--- config.mk ---
export PLATFORM = sky130hd
export DESIGN_NAME = instr_fetch_buffer_flat
export DESIGN_NICKNAME = d
export VERILOG_FILES = /design/src/rtl/instr_fetch_buffer_pkg.sv /design/src/rtl/instr_fetch_buffer_if.sv /design/src/rtl/instr_fetch_buffer.sv /design/src/flat_wrapper.sv
export SDC_FILE = /design/constraint.sdc
export NUM_CORES = 1
export LEC_CHECK = 0
export BUFFER_PORTS_ARGS = -buffer_cell sky130_fd_sc_hd__buf_4
export CAP_MARGIN = 20
export CORE_MARGIN = 8
export CORE_UTILIZATION = 43
export DETAILED_ROUTE_END_ITERATION = 12
export PLACE_DENSITY = 0.68
export SLEW_MARGIN = 20
export SYNTH_ARGS = -nofsm -noshare
export SYNTH_HDL_FRONTEND = slang
export SYNTH_SLANG_ARGS = --single-unit
--- constraint.sdc ---
create_clock -name clk -period 17.7 [get_ports clk]
set_clock_uncertainty 0.05 [all_clocks]
set_input_delay 3.54 -clock clk [delete_from_list [all_inputs] [get_ports clk]]
set_output_delay 3.54 -clock clk [all_outputs]
set_load 0.01 [all_outputs]
--- src/rtl/instr_fetch_buffer_pkg.sv ---
`default_nettype none
// ============================================================================
// Module  : instr_fetch_buffer_pkg
// Purpose : Shared pipeline definitions for fetch/decode: datapath width,
//           the canonical NOP and the {pc, instr} fetch packet reused by the
//           IF/ID register and decode.
// Ports   : none (package)
// Rev     : 1.0  initial release
// ============================================================================
package instr_fetch_buffer_pkg;

    localparam int          XLEN      = 32;
    // addi x0, x0, 0 -- the architectural NOP
    localparam logic [31:0] NOP_INSTR = 32'h0000_0013;

    typedef struct packed {
        logic [XLEN-1:0] pc;
        logic [XLEN-1:0] instr;
    } fetch_pkt_t;

endpackage : instr_fetch_buffer_pkg
`default_nettype wire

--- src/rtl/instr_fetch_buffer_if.sv ---
`default_nettype none
// ============================================================================
// Module  : instr_fetch_buffer_if
// Purpose : Handshake bundle between fetch (push side), the fetch buffer and
//           decode (pop side), plus the redirect flush and occupancy.
// Ports   : flush, in_valid/in_ready/in_pc/in_instr,
//           out_valid/out_ready/out_pc/out_instr, count
//           modport slave  -> the buffer itself
//           modport master -> the environment driving/consuming it
// Rev     : 1.0  initial release
// ============================================================================
interface instr_fetch_buffer_if #(
    parameter int XLEN  = 32,
    parameter int DEPTH = 2
) ();

    logic                   flush;
    logic                   in_valid;
    logic                   in_ready;
    logic [XLEN-1:0]        in_pc;
    logic [XLEN-1:0]        in_instr;
    logic                   out_valid;
    logic                   out_ready;
    logic [XLEN-1:0]        out_pc;
    logic [XLEN-1:0]        out_instr;
    logic [$clog2(DEPTH):0] count;

    modport slave (
        input  flush, in_valid, in_pc, in_instr, out_ready,
        output in_ready, out_valid, out_pc, out_instr, count
    );

    modport master (
        output flush, in_valid, in_pc, in_instr, out_ready,
        input  in_ready, out_valid, out_pc, out_instr, count
    );

endinterface : instr_fetch_buffer_if
`default_nettype wire

--- src/rtl/instr_fetch_buffer.sv ---
`default_nettype none
// ============================================================================
// Module  : instr_fetch_buffer
// Purpose : DEPTH-entry circular queue of {pc, instr} between instruction
//           fetch and decode. Valid/ready on both sides, flush on redirect,
//           NOP presented when empty. All outputs come from registered state.
// Ports   : clk  - pipeline clock
//           rst  - synchronous active-high reset (priority over flush)
//           bus  - instr_fetch_buffer_if.slave (handshakes, flush, count)
// Rev     : 1.0  initial release
// ============================================================================
module instr_fetch_buffer
    import instr_fetch_buffer_pkg::*;
#(
    parameter int          DEPTH     = 2,
    parameter int          XLEN      = instr_fetch_buffer_pkg::XLEN,
    parameter logic [31:0] NOP_INSTR = instr_fetch_buffer_pkg::NOP_INSTR
) (
    input  wire                   clk,
    input  wire                   rst,
    instr_fetch_buffer_if.slave   bus
);

    localparam int PTR_W = $clog2(DEPTH);
    localparam int CNT_W = PTR_W + 1;

    localparam logic [CNT_W-1:0] C_FULL  = CNT_W'(DEPTH);
    localparam logic [CNT_W-1:0] C_EMPTY = '0;

    logic [PTR_W-1:0] rd_ptr_q, rd_ptr_d;
    logic [PTR_W-1:0] wr_ptr_q, wr_ptr_d;
    logic [CNT_W-1:0] count_q,  count_d;
    logic [XLEN-1:0]  pc_mem_q    [DEPTH];
    logic [XLEN-1:0]  pc_mem_d    [DEPTH];
    logic [XLEN-1:0]  instr_mem_q [DEPTH];
    logic [XLEN-1:0]  instr_mem_d [DEPTH];

    logic w_push;
    logic w_pop;

    // Ready is derived only from occupancy; a full buffer never lets a word
    // through on the strength of a same-cycle pop.
    assign bus.in_ready  = (count_q != C_FULL);
    assign bus.out_valid = (count_q != C_EMPTY);
    assign bus.count     = count_q;
    assign bus.out_pc    = bus.out_valid ? pc_mem_q[rd_ptr_q]    : '0;
    assign bus.out_instr = bus.out_valid ? instr_mem_q[rd_ptr_q] : XLEN'(NOP_INSTR);

    assign w_push = bus.in_valid  & bus.in_ready  & ~bus.flush;
    assign w_pop  = bus.out_valid & bus.out_ready & ~bus.flush;

    always_comb begin
        rd_ptr_d    = rd_ptr_q;
        wr_ptr_d    = wr_ptr_q;
        count_d     = count_q;
        pc_mem_d    = pc_mem_q;
        instr_mem_d = instr_mem_q;

        if (bus.flush) begin
            rd_ptr_d = '0;
            wr_ptr_d = '0;
            count_d  = '0;
        end else begin
            if (w_push) begin
                pc_mem_d[wr_ptr_q]    = bus.in_pc;
                instr_mem_d[wr_ptr_q] = bus.in_instr;
                // DEPTH is a power of two, so natural overflow wraps the pointer
                wr_ptr_d              = wr_ptr_q + PTR_W'(1);
            end
            if (w_pop) begin
                rd_ptr_d = rd_ptr_q + PTR_W'(1);
            end
            count_d = count_q + CNT_W'(w_push) - CNT_W'(w_pop);
        end
    end

    always_ff @(posedge clk) begin
        if (rst) begin
            rd_ptr_q <= '0;
            wr_ptr_q <= '0;
            count_q  <= '0;
        end else begin
            rd_ptr_q <= rd_ptr_d;
            wr_ptr_q <= wr_ptr_d;
            count_q  <= count_d;
        end
    end

    // Storage carries no reset: entries are only ever read while counted valid.
    always_ff @(posedge clk) begin
        pc_mem_q    <= pc_mem_d;
        instr_mem_q <= instr_mem_d;
    end

endmodule : instr_fetch_buffer
`default_nettype wire
--- src/flat_wrapper.sv ---
// flat-port wrapper written by rule: the top's interface ports become plain ports
module instr_fetch_buffer_flat import instr_fetch_buffer_pkg::*;
#(
    parameter int          DEPTH     = 2,
    parameter int          XLEN      = instr_fetch_buffer_pkg::XLEN,
    parameter logic [31:0] NOP_INSTR = instr_fetch_buffer_pkg::NOP_INSTR
)
  (clk, rst, bus_flush, bus_in_valid, bus_in_pc, bus_in_instr, bus_out_ready, bus_in_ready, bus_out_valid, bus_out_pc, bus_out_instr, bus_count);
  instr_fetch_buffer_if #(.XLEN(XLEN), .DEPTH(DEPTH)) bus_i ();
  input  wire clk;
  input  wire rst;
  input wire logic [$bits(bus_i.flush)-1:0] bus_flush;
  input wire logic [$bits(bus_i.in_valid)-1:0] bus_in_valid;
  input wire logic [$bits(bus_i.in_pc)-1:0] bus_in_pc;
  input wire logic [$bits(bus_i.in_instr)-1:0] bus_in_instr;
  input wire logic [$bits(bus_i.out_ready)-1:0] bus_out_ready;
  output wire logic [$bits(bus_i.in_ready)-1:0] bus_in_ready;
  output wire logic [$bits(bus_i.out_valid)-1:0] bus_out_valid;
  output wire logic [$bits(bus_i.out_pc)-1:0] bus_out_pc;
  output wire logic [$bits(bus_i.out_instr)-1:0] bus_out_instr;
  output wire logic [$bits(bus_i.count)-1:0] bus_count;
  assign bus_i.flush = bus_flush;
  assign bus_i.in_valid = bus_in_valid;
  assign bus_i.in_pc = bus_in_pc;
  assign bus_i.in_instr = bus_in_instr;
  assign bus_i.out_ready = bus_out_ready;
  assign bus_in_ready = bus_i.in_ready;
  assign bus_out_valid = bus_i.out_valid;
  assign bus_out_pc = bus_i.out_pc;
  assign bus_out_instr = bus_i.out_instr;
  assign bus_count = bus_i.count;
  instr_fetch_buffer #(.DEPTH(DEPTH), .XLEN(XLEN), .NOP_INSTR(NOP_INSTR)) u_core (.clk(clk), .rst(rst), .bus(bus_i));
endmodule
==> results of run 1 <==
==> flip-flops by register name (all words and copies together) (netlist names) <==
register            cells
u_core.bus.count        2
u_core.instr_mem_q     64
u_core.rd_ptr_q         1
u_core.wr_ptr_q         1
u_core.pc_mem_q        64
==> worst max-delay path: cells and delay by family, from the launching register on <==
kind	cells	cell delay, ns
flip-flops	1	0.62
buffers and inverters	2	0.49
multiplexers	1	0.25
AND/OR/NAND/NOR	1	0.07
==> worst min path at each step <==
| stage | startpoint | depth (start not counted) | end | slack, ns |
|---|---|---|---|---|
| after global routing | u_core.wr_ptr_q$_SDFFE_PP0P_ | 2 | u_core.wr_ptr_q$_SDFFE_PP0P_ | 0.50 |
| after detailed placement | u_core.wr_ptr_q$_SDFFE_PP0P_ | 2 | u_core.wr_ptr_q$_SDFFE_PP0P_ | 0.46 |
| after global placement | u_core.wr_ptr_q$_SDFFE_PP0P_ | 2 | u_core.wr_ptr_q$_SDFFE_PP0P_ | 0.43 |
| after floorplan | u_core.wr_ptr_q$_SDFFE_PP0P_ | 2 | u_core.wr_ptr_q$_SDFFE_PP0P_ | 0.41 |
| final | u_core.wr_ptr_q$_SDFFE_PP0P_ | 2 | u_core.wr_ptr_q$_SDFFE_PP0P_ | 0.45 |
| after CTS | u_core.wr_ptr_q$_SDFFE_PP0P_ | 2 | u_core.wr_ptr_q$_SDFFE_PP0P_ | 0.47 |
==> synthesized netlist by cell type (all sizes together) <==
master  number
nor3b        1
buf         12
inv          3
nor3         2
clkbuf       1
nand2b       1
mux2i       65
xor2         1
xnor2        2
or3          1
nand2        5
edfxtp     128
dfxtp        4
o21ai        1
and2         2
nor2        65
ha           2
==> power by group through the flow <==
stage	Combinational (mW)	Sequential [mW]	Clock, mW
floorplan	0.0188	0.363	0
detailed placement	0.0444	0.364	0
global placement	0.0437	0.363	0
global route	0.0488	0.357	0.382
finish	0.0443	0.356	0.358
CTS	0.0446	0.357	0.367
==> cells by family after synthesis <==
family | Yosys count | synth area share
buffers and inverters | 16 | 0.0314
muxes | 65 | 0.128
AOI/OAI and AO/OA | 1 | 0.000981
and+or+nand+nor | 77 | 0.0604
adders and majority gates | 2 | 0.00491
DFF | 132 | 0.770
xor gates and xnor gates | 3 | 0.00515
==> final cells by class <==
class / count / area (um2)
multi-input cells: 148 / 1030
fillers: 875 / 4670
flip-flops and latches: 132 / 3930
clock buffers: 18 / 429
well taps: 143 / 179
clock inverters: 14 / 186
inverters: 3 / 11.3
repair buffers: 141 / 1080
==> through the flow <==
step	total power, mW	cells
floorplan	0.382	296
global placement	0.407	566
detailed placement	0.408	566
CTS	0.769	598
global route	0.788	599
finish	0.759	599
==> routing by layer <==
metal	wire length, um	GRT usage	vias to the layer above
li1	-	-	1388
met1	4220	0.143	1373
met2	4860	0.215	98
met3	867	0.0651	6
met4	74	0.0451	0
met5	0	0	-
==> impl_metrics.json, run 1 <==
{
  "r2r_setup_slack_ns": 15.45,
  "core_area_mm2": 0.0115,
  "wl_um": 10000,
  "cts_tree": "built",
  "htreeDepth": 4,
  "vias_per_cell": 4.78,
  "final_cell_mix": "buf_4 (140), edfxtp_1 (128), mux2i_1 (65)",
  "finalCritPeriodShare": 0.309,
  "postCtsSetupBuffers": 0,
  "fp.dieW_um": 125,
  "fin_util": 0.594,
  "clockBufferDepth": 2,
  "clk_pin_slew_worst_paths_ns": 0.06,
  "power_switching_mw": 0.148,
  "cp_cell_sequence": "buf_16, mux2i_1, nor2_1, buf_4",
  "drc_errors": 0,
  "cellPowerDensity_mw_per_mm2": 111,
  "final_common_cell": "buf_4",
  "fmaxAchievable_ghz": 0.183,
  "ctsResizeCount": 0,
  "fin_crit_ns": 5.48,
  "syn-num-nets": 367,
  "antenna_found_initial": 0,
  "drt_pass1_iterations": 4,
  "pre_cts_slack_ns": 12.37,
  "drive_gt1_frac": 0.384,
  "outcome": "complete, no violations",
  "startpoint": "u_core.rd_ptr_q$_SDFFE_PP0P_",
  "maxCapViolations": 0,
  "synthTopCellsByArea": "edfxtp_1 (75%), mux2i_1 (13%), nor2_1 (4.7%), buf_12 (2.0%), dfxtp_1 (1.6%)",
  "post_synth.cell_area_avg_um2": 17.2,
  "drt_iter0_drc": 150,
  "netlist_area_mm2": 0.00510,
  "peakVddDrop_mv": 0.0812,
  "post_drt_wl_per_cell_um": 16.7,
  "grt_overflow": 0,
  "required_ns": 14.11,
  "yosys_warnings": 0,
  "stdcell_area_mm2": 0.00684,
  "hold_violations": 0,
  "ys_seq_area_frac": 0.770,
  "cts_buffers": 17,
  "gr-usage-all-layers": 0.130,
  "crit_path_max_incr_delay_ns": 0.62,
  "antenna_left": 0,
  "clock_sinks": 132,
  "path_class": "register to output pin",
  "p_leak_nw": 2.52,
  "vias": 2865,
  "dieArea_mm2": 0.0156,
  "r2r-end": "u_core.instr_mem_q[14]$_DFFE_PP_",
  "critical_path_arrival_ns": 1.89,
  "ys_ff_latch": 132,
  "grt_pass1_vias": 3236,
  "diodes": 0,
  "synth_cell_types": 20,
  "portBuffers": 136,
  "p_comb_frac": 0.058,
  "relSlewSlack": 0.457,
  "syn-instance-count": 296,
  "die_h_um": 125,
  "rsz0062_at_grt": "no",
  "power.share.sequential": 0.470,
  "fin_setup_tns_ns": 0,
  "worstRegToRegCells": 4,
  "rows": 39,
  "holdBufCountCts": 0,
  "yosysTopAreaCellShare": 0.754,
  "critPathSlowestCell": "dfxtp_4",
  "hp-class": "register to register",
  "dpl_cell_area_mm2": 0.00620,
  "r2r_start": "u_core.bus.count[0]$_SDFF_PP0_",
  "hpwlAfterDp_um": 6590,
  "layout.nets": 514,
  "maxSlewViolCount": 0,
  "crit_path_end_kind": "output pin",
  "grt_max_degree": 66,
  "root_buffer": "clkbuf_16",
  "io_pins": 137,
  "fin_ws_ns": 12.22,
  "clock_latency_ns": 0.40,
  "switching_share": 0.195,
  "path_max_fanout": 43,
  "yosys.area.top_type": "edfxtp_1",
  "worst_pin_slew_ns": 0.815,
  "initial_utilization": 0.443,
  "intPower_mw": 0.611,
  "grt_first_pass_wirelength_um": 16000,
  "clockPowerShare": 0.472,
  "area_delta_synth_final_pct": 34.2,
  "gp_congestion": 0.709,
  "whs_ns": 0.453,
  "endpoint": "bus_out_instr[21]",
  "start_kind": "register",
  "setup_viol": 0
}
No activity file was read; power rests on OpenSTA's default activity.
==> run 2, diff against run 1 <==
Settings changed: ABC_AREA set to 1, PLACE_DENSITY 0.68 to 0.69.
Clock period 17.7 ns to 5.09 ns, I/O delays scaled along.
==> impl_metrics.json, run 2 <==
{
  "dieArea_mm2": 0.0154,
  "critical_path_arrival_ns": 2.21,
  "diodes": 0,
  "gp_congestion": 0.757,
  "r2r_setup_slack_ns": 2.60,
  "htreeDepth": 4,
  "drt_pass1_iterations": 4,
  "cellPowerDensity_mw_per_mm2": 378,
  "path_max_fanout": 38,
  "ys_seq_area_frac": 0.782,
  "maxSlewViolCount": 0,
  "antenna_found_initial": 0,
  "p_leak_nw": 2.67,
  "relSlewSlack": 0.363,
  "area_delta_synth_final_pct": 33.9,
  "setup_viol": 0,
  "syn-num-nets": 452,
  "maxCapViolations": 0,
  "clk_pin_slew_worst_paths_ns": 0.05,
  "post_drt_wl_per_cell_um": 16.2,
  "fmaxAchievable_ghz": 0.305,
  "clock_latency_ns": 0.39,
  "clockBufferDepth": 2,
  "rows": 39,
  "final_common_cell": "buf_4",
  "synth_cell_types": 14,
  "gr-usage-all-layers": 0.142,
  "cts_tree": "built",
  "drc_errors": 0,
  "fin_crit_ns": 3.28,
  "cp_cell_sequence": "nor2_4, buf_4, a21oi_1, buf_4",
  "grt_pass1_vias": 3313,
  "grt_overflow": 0,
  "path_buf_inv": 2,
  "worstRegToRegCells": 5,
  "rsz0062_at_grt": "no",
  "min_path_cells": 2,
  "yosysTopAreaCellShare": 0.766,
  "crit_path_end_kind": "output pin",
  "post_synth.cell_area_avg_um2": 13.2,
  "syn-instance-count": 381,
  "wl_um": 11000,
  "vias": 3283,
  "postCtsSetupBuffers": 0,
  "worst_pin_slew_ns": 0.953,
  "die_h_um": 124,
  "crit_top_cell": "buf_4",
  "critPathSlowestCell": "nor2_4",
  "core_area_mm2": 0.0114,
  "yosys_warnings": 0,
  "initial_utilization": 0.440,
  "crit_path_max_incr_delay_ns": 0.74,
  "hpwlAfterDp_um": 7110,
  "required_ns": 4.02,
  "fp.dieW_um": 124,
  "nFillCells": 938,
  "antenna_left": 0,
  "ys_ff_latch": 132,
  "cpLargestDelayFamily": "simple AND/OR/NAND/NOR gates",
  "netlist_area_mm2": 0.00502,
  "startpoint": "u_core.bus.count[1]$_SDFF_PP0_",
  "drt_iter0_drc": 227,
  "synth_common_cells": "nand2_1 (137), edfxtp_1 (128), a21oi_1 (63)",
  "drive_gt1_frac": 0.328,
  "holdBufCountCts": 0,
  "min_from": "u_core.wr_ptr_q$_SDFFE_PP0P_",
  "path_class": "register to output pin",
  "outcome": "complete, no violations",
  "hold_violations": 0,
  "r2r_start": "u_core.bus.count[0]$_SDFF_PP0_",
  "root_buffer": "clkbuf_16",
  "totalPowerFinal_mw": 2.54,
  "layout.nets": 592,
  "synth-main-ff-cell": "edfxtp_1",
  "finalCritPeriodShare": 0.644,
  "worstHoldEndpoint": "u_core.wr_ptr_q$_SDFFE_PP0P_",
  "synthArstFlopShare": 0,
  "r2r-end": "u_core.instr_mem_q[54]$_DFFE_PP_",
  "io_pins": 137,
  "peakVddDrop_mv": 0.215,
  "portBuffers": 136,
  "hp-class": "register to register",
  "grt_max_degree": 67,
  "synthTopCellsByArea": "edfxtp_1 (77%), nand2_1 (10%), a21oi_1 (6.3%), dfxtp_1 (1.6%), buf_2 (1.4%)",
  "yosysMostFrequentCell": "nand2_1",
  "yosys.area.top_type": "edfxtp_1",
  "fin_setup_tns_ns": 0,
  "clock_sinks": 132,
  "cts_buffers": 17,
  "vias_per_cell": 4.85,
  "grt_first_pass_wirelength_um": 16600,
  "synth_edf_count": 128,
  "ctsResizeCount": 0,
  "final_cell_mix": "buf_4 (140), nand2_1 (137), edfxtp_1 (128)",
  "start_kind": "register"
}
==> run 2: logic make-up after synthesis <==
kind of cell	synth area share
compound gates	0.0628
fa+ha+maj	0.00498
buf+inv	0.0327
flops	0.782
simple gates	0.118
==> run 2: final cells by class <==
type	instances	area [um2]	area share
Sequential cell	132	3930	0.584
Tap cell	143	179	0.0266
Timing Repair Buffer	140	1050	0.156
Clock buffer	17	425	0.0633
Clock inverter	15	156	0.0233
Multi-Input combinational cell	219	945	0.140
Inverter	11	42.5	0.00633
==> run 2: where the power goes <==
| group | internal, mW | switching, mW |
|---|---|---|
| clock network | 0.723 | 0.439 |
| registers | 1.23 | 0.00748 |
| logic | 0.0694 | 0.0765 |
==> run 2: metrics by stage <==
step / std cells / util / hold WS (ns) / cell area (um2) / setup slack (ns)
6_report: 677 / 0.589 / 0.520 / 6720 / 1.81
5_1_grt: 677 / 0.589 / 0.570 / 6720 / 1.62
4_1_cts: 677 / 0.589 / 0.517 / 6720 / 1.73
3_5_place_dp: 645 / 0.538 / 0.500 / 6140 / 1.84
2_1_floorplan: 381 / - / 0.425 / 5020 / 0.613
3_3_place_gp: 645 / 0.538 / 0.493 / 6140 / 1.91
==> run 2: routing by layer <==
layer / wire length [um] / part of all wire / vias to the layer above / GRT usage
met1: 4330 / 0.39 / 1551 / 0.160
met3: 978 / 0.089 / 8 / 0.0535
met2: 5550 / 0.50 / 108 / 0.242
met4: 141 / 0.013 / 0 / 0.0520
li1: - / - / 1616 / -
met5: 0 / 0 / - / 0
==> run 2: tightest hold or removal path, stage by stage, from the launching register on <==
cell and delay (ns):
dfxtp_1 0.35, a21oi_1 0.13, nor2_1 0.05
==> run 2: how the worst max path moves through the flow <==
stage                                       endpoint  slack (ns)  cells after the start
floorplan           u_core.instr_mem_q[32]$_DFFE_PP_        0.61                      4
global placement       u_core.pc_mem_q[41]$_DFFE_PP_        1.91                      5
detailed placement     u_core.pc_mem_q[37]$_DFFE_PP_        1.84                      5
CTS                                   bus_out_pc[28]        1.73                      4
global route                          bus_out_pc[28]        1.62                      4
finish                                bus_out_pc[28]        1.81                      4
==> run 3, diff against run 2 <==
Settings changed: ABC_AREA 1 to 0, PLACE_DENSITY 0.69 to 0.71.
Clock period 5.09 ns to 2.7 ns, I/O delays scaled along.
==> impl_metrics.json, run 3 (synthesis results as in run 1) <==
{
  "post_drt_wl_per_cell_um": 16.9,
  "whs_ns": 0.268,
  "vias": 2837,
  "pre_cts_slack_ns": 0.780,
  "drc_errors": 0,
  "clock_sinks": 132,
  "hold_violations": 0,
  "io_pins": 137,
  "hp-class": "input port to register",
  "clockBufferDepth": 2,
  "cts_tree": "built",
  "clock_latency_ns": 0.40,
  "holdBufCountCts": 0,
  "grt_pass1_vias": 3130,
  "rsz0062_at_grt": "no",
  "final_cell_mix": "buf_4 (143), edfxtp_1 (128), mux2i_1 (65)",
  "crit_path_max_incr_delay_ns": 0.39,
  "drt_pass1_iterations": 4,
  "dieArea_mm2": 0.0156,
  "required_ns": 2.11,
  "grt_overflow": 0,
  "seq_area_mm2": 0.00393,
  "antenna_left": 0,
  "maxCapViolations": 0,
  "fin_util": 0.588,
  "stdcell_count": 599,
  "clk_pin_slew_worst_paths_ns": 0.05,
  "rows": 39,
  "path_max_fanout": 32,
  "fin_ws_ns": 0.491,
  "worst_pin_slew_ns": 0.560,
  "multi_input_area_mm2": 0.00106,
  "nFillCells": 940,
  "gr-usage-all-layers": 0.134,
  "antenna_found_initial": 0,
  "peakVddDrop_mv": 0.440,
  "vias_per_cell": 4.74,
  "setup_viol": 0,
  "diodes": 0,
  "final_common_cell": "buf_4",
  "area_delta_synth_final_pct": 32.9,
  "placed_cells": 570,
  "root_buffer": "clkbuf_16",
  "start_kind": "register",
  "initial_utilization": 0.443,
  "p_leak_nw": 2.48,
  "portBuffers": 136,
  "postCtsSetupBuffers": 0,
  "core_area_mm2": 0.0115,
  "outcome": "complete, no violations",
  "drive_gt1_frac": 0.379,
  "hpwlAfterDp_um": 6730,
  "ctsResizeCount": 0,
  "r2r_setup_slack_ns": 0.92,
  "path_class": "register to output pin",
  "fmaxAchievable_ghz": 0.453,
  "wl_um": 10100,
  "relSlewSlack": 0.627,
  "critPathSlowestCell": "dfxtp_1",
  "fp.dieW_um": 125,
  "die_h_um": 125,
  "gp_congestion": 0.708,
  "fin_crit_ns": 2.21,
  "cts_buffers": 17,
  "drt_iter0_drc": 181,
  "grt_max_degree": 42,
  "cp_cell_sequence": "nor2_4, buf_4, inv_1, nand2_1, buf_4",
  "cellPowerDensity_mw_per_mm2": 679,
  "finalCritPeriodShare": 0.818,
  "layout.nets": 517,
  "critical_path_arrival_ns": 1.62,
  "htreeDepth": 4,
  "crit_path_end_kind": "output pin",
  "maxSlewViolCount": 0,
  "grt_first_pass_wirelength_um": 16100,
  "crit_top_cell": "buf_4"
}
## run 3: area by class of cell
class / instances / area share
inverters: 3 / 0.00166
clock buffers: 21 / 0.0650
well taps: 143 / 0.0264
flip-flops and latches: 132 / 0.580
multi-input cells: 148 / 0.156
clock inverters: 8 / 0.00942
repair buffers: 144 / 0.161
## run 3: report_power, final
group          internal, mW  switching (mW)  leakage, nW
Clock                  1.23           0.736        0.245
Sequential             2.32          0.0158         1.21
Combinational         0.148           0.151         1.03
Total                  3.70           0.902         2.48
## run 3: path summary, 6_finish.rpt
kind,to,depth (start not counted),start
worst min register to register,u_core.wr_ptr_q$_SDFFE_PP0P_,2,u_core.wr_ptr_q$_SDFFE_PP0P_
worst min-delay path,u_core.rd_ptr_q$_SDFFE_PP0P_,2,rst
worst max register to register,u_core.bus.count[1]$_SDFF_PP0_,8,u_core.bus.count[1]$_SDFF_PP0_
worst max-delay path,bus_out_instr[4],5,u_core.bus.count[1]$_SDFF_PP0_
## run 3: metal layers
| metal | wire length (um) | share of wire | GRT usage | vias up |
|---|---|---|---|---|
| met5 | 0 | 0 | 0 | - |
| met4 | 120 | 0.012 | 0.0537 | 0 |
| met3 | 782 | 0.077 | 0.0608 | 10 |
| met2 | 5040 | 0.50 | 0.223 | 94 |
| met1 | 4160 | 0.41 | 0.146 | 1343 |
| li1 | - | - | - | 1390 |
## run 3: stage by stage
stage / TNS, ns / total power [mW] / instance area (um2)
after floorplan: -3.81 / 2.50 / 5140
after global placement: 0 / 2.67 / 6270
after detailed placement: 0 / 2.68 / 6270
after CTS: 0 / 4.66 / 6780
after global routing: 0 / 4.77 / 6780
final: 0 / 4.60 / 6780
## run 3: worst max-delay path, delay by kind of cell (launching register included)
kind | cells | cell delay (ns)
AND/OR/NAND/NOR | 2 | 0.23
buffers and inverters | 3 | 0.60
flip-flops | 1 | 0.39
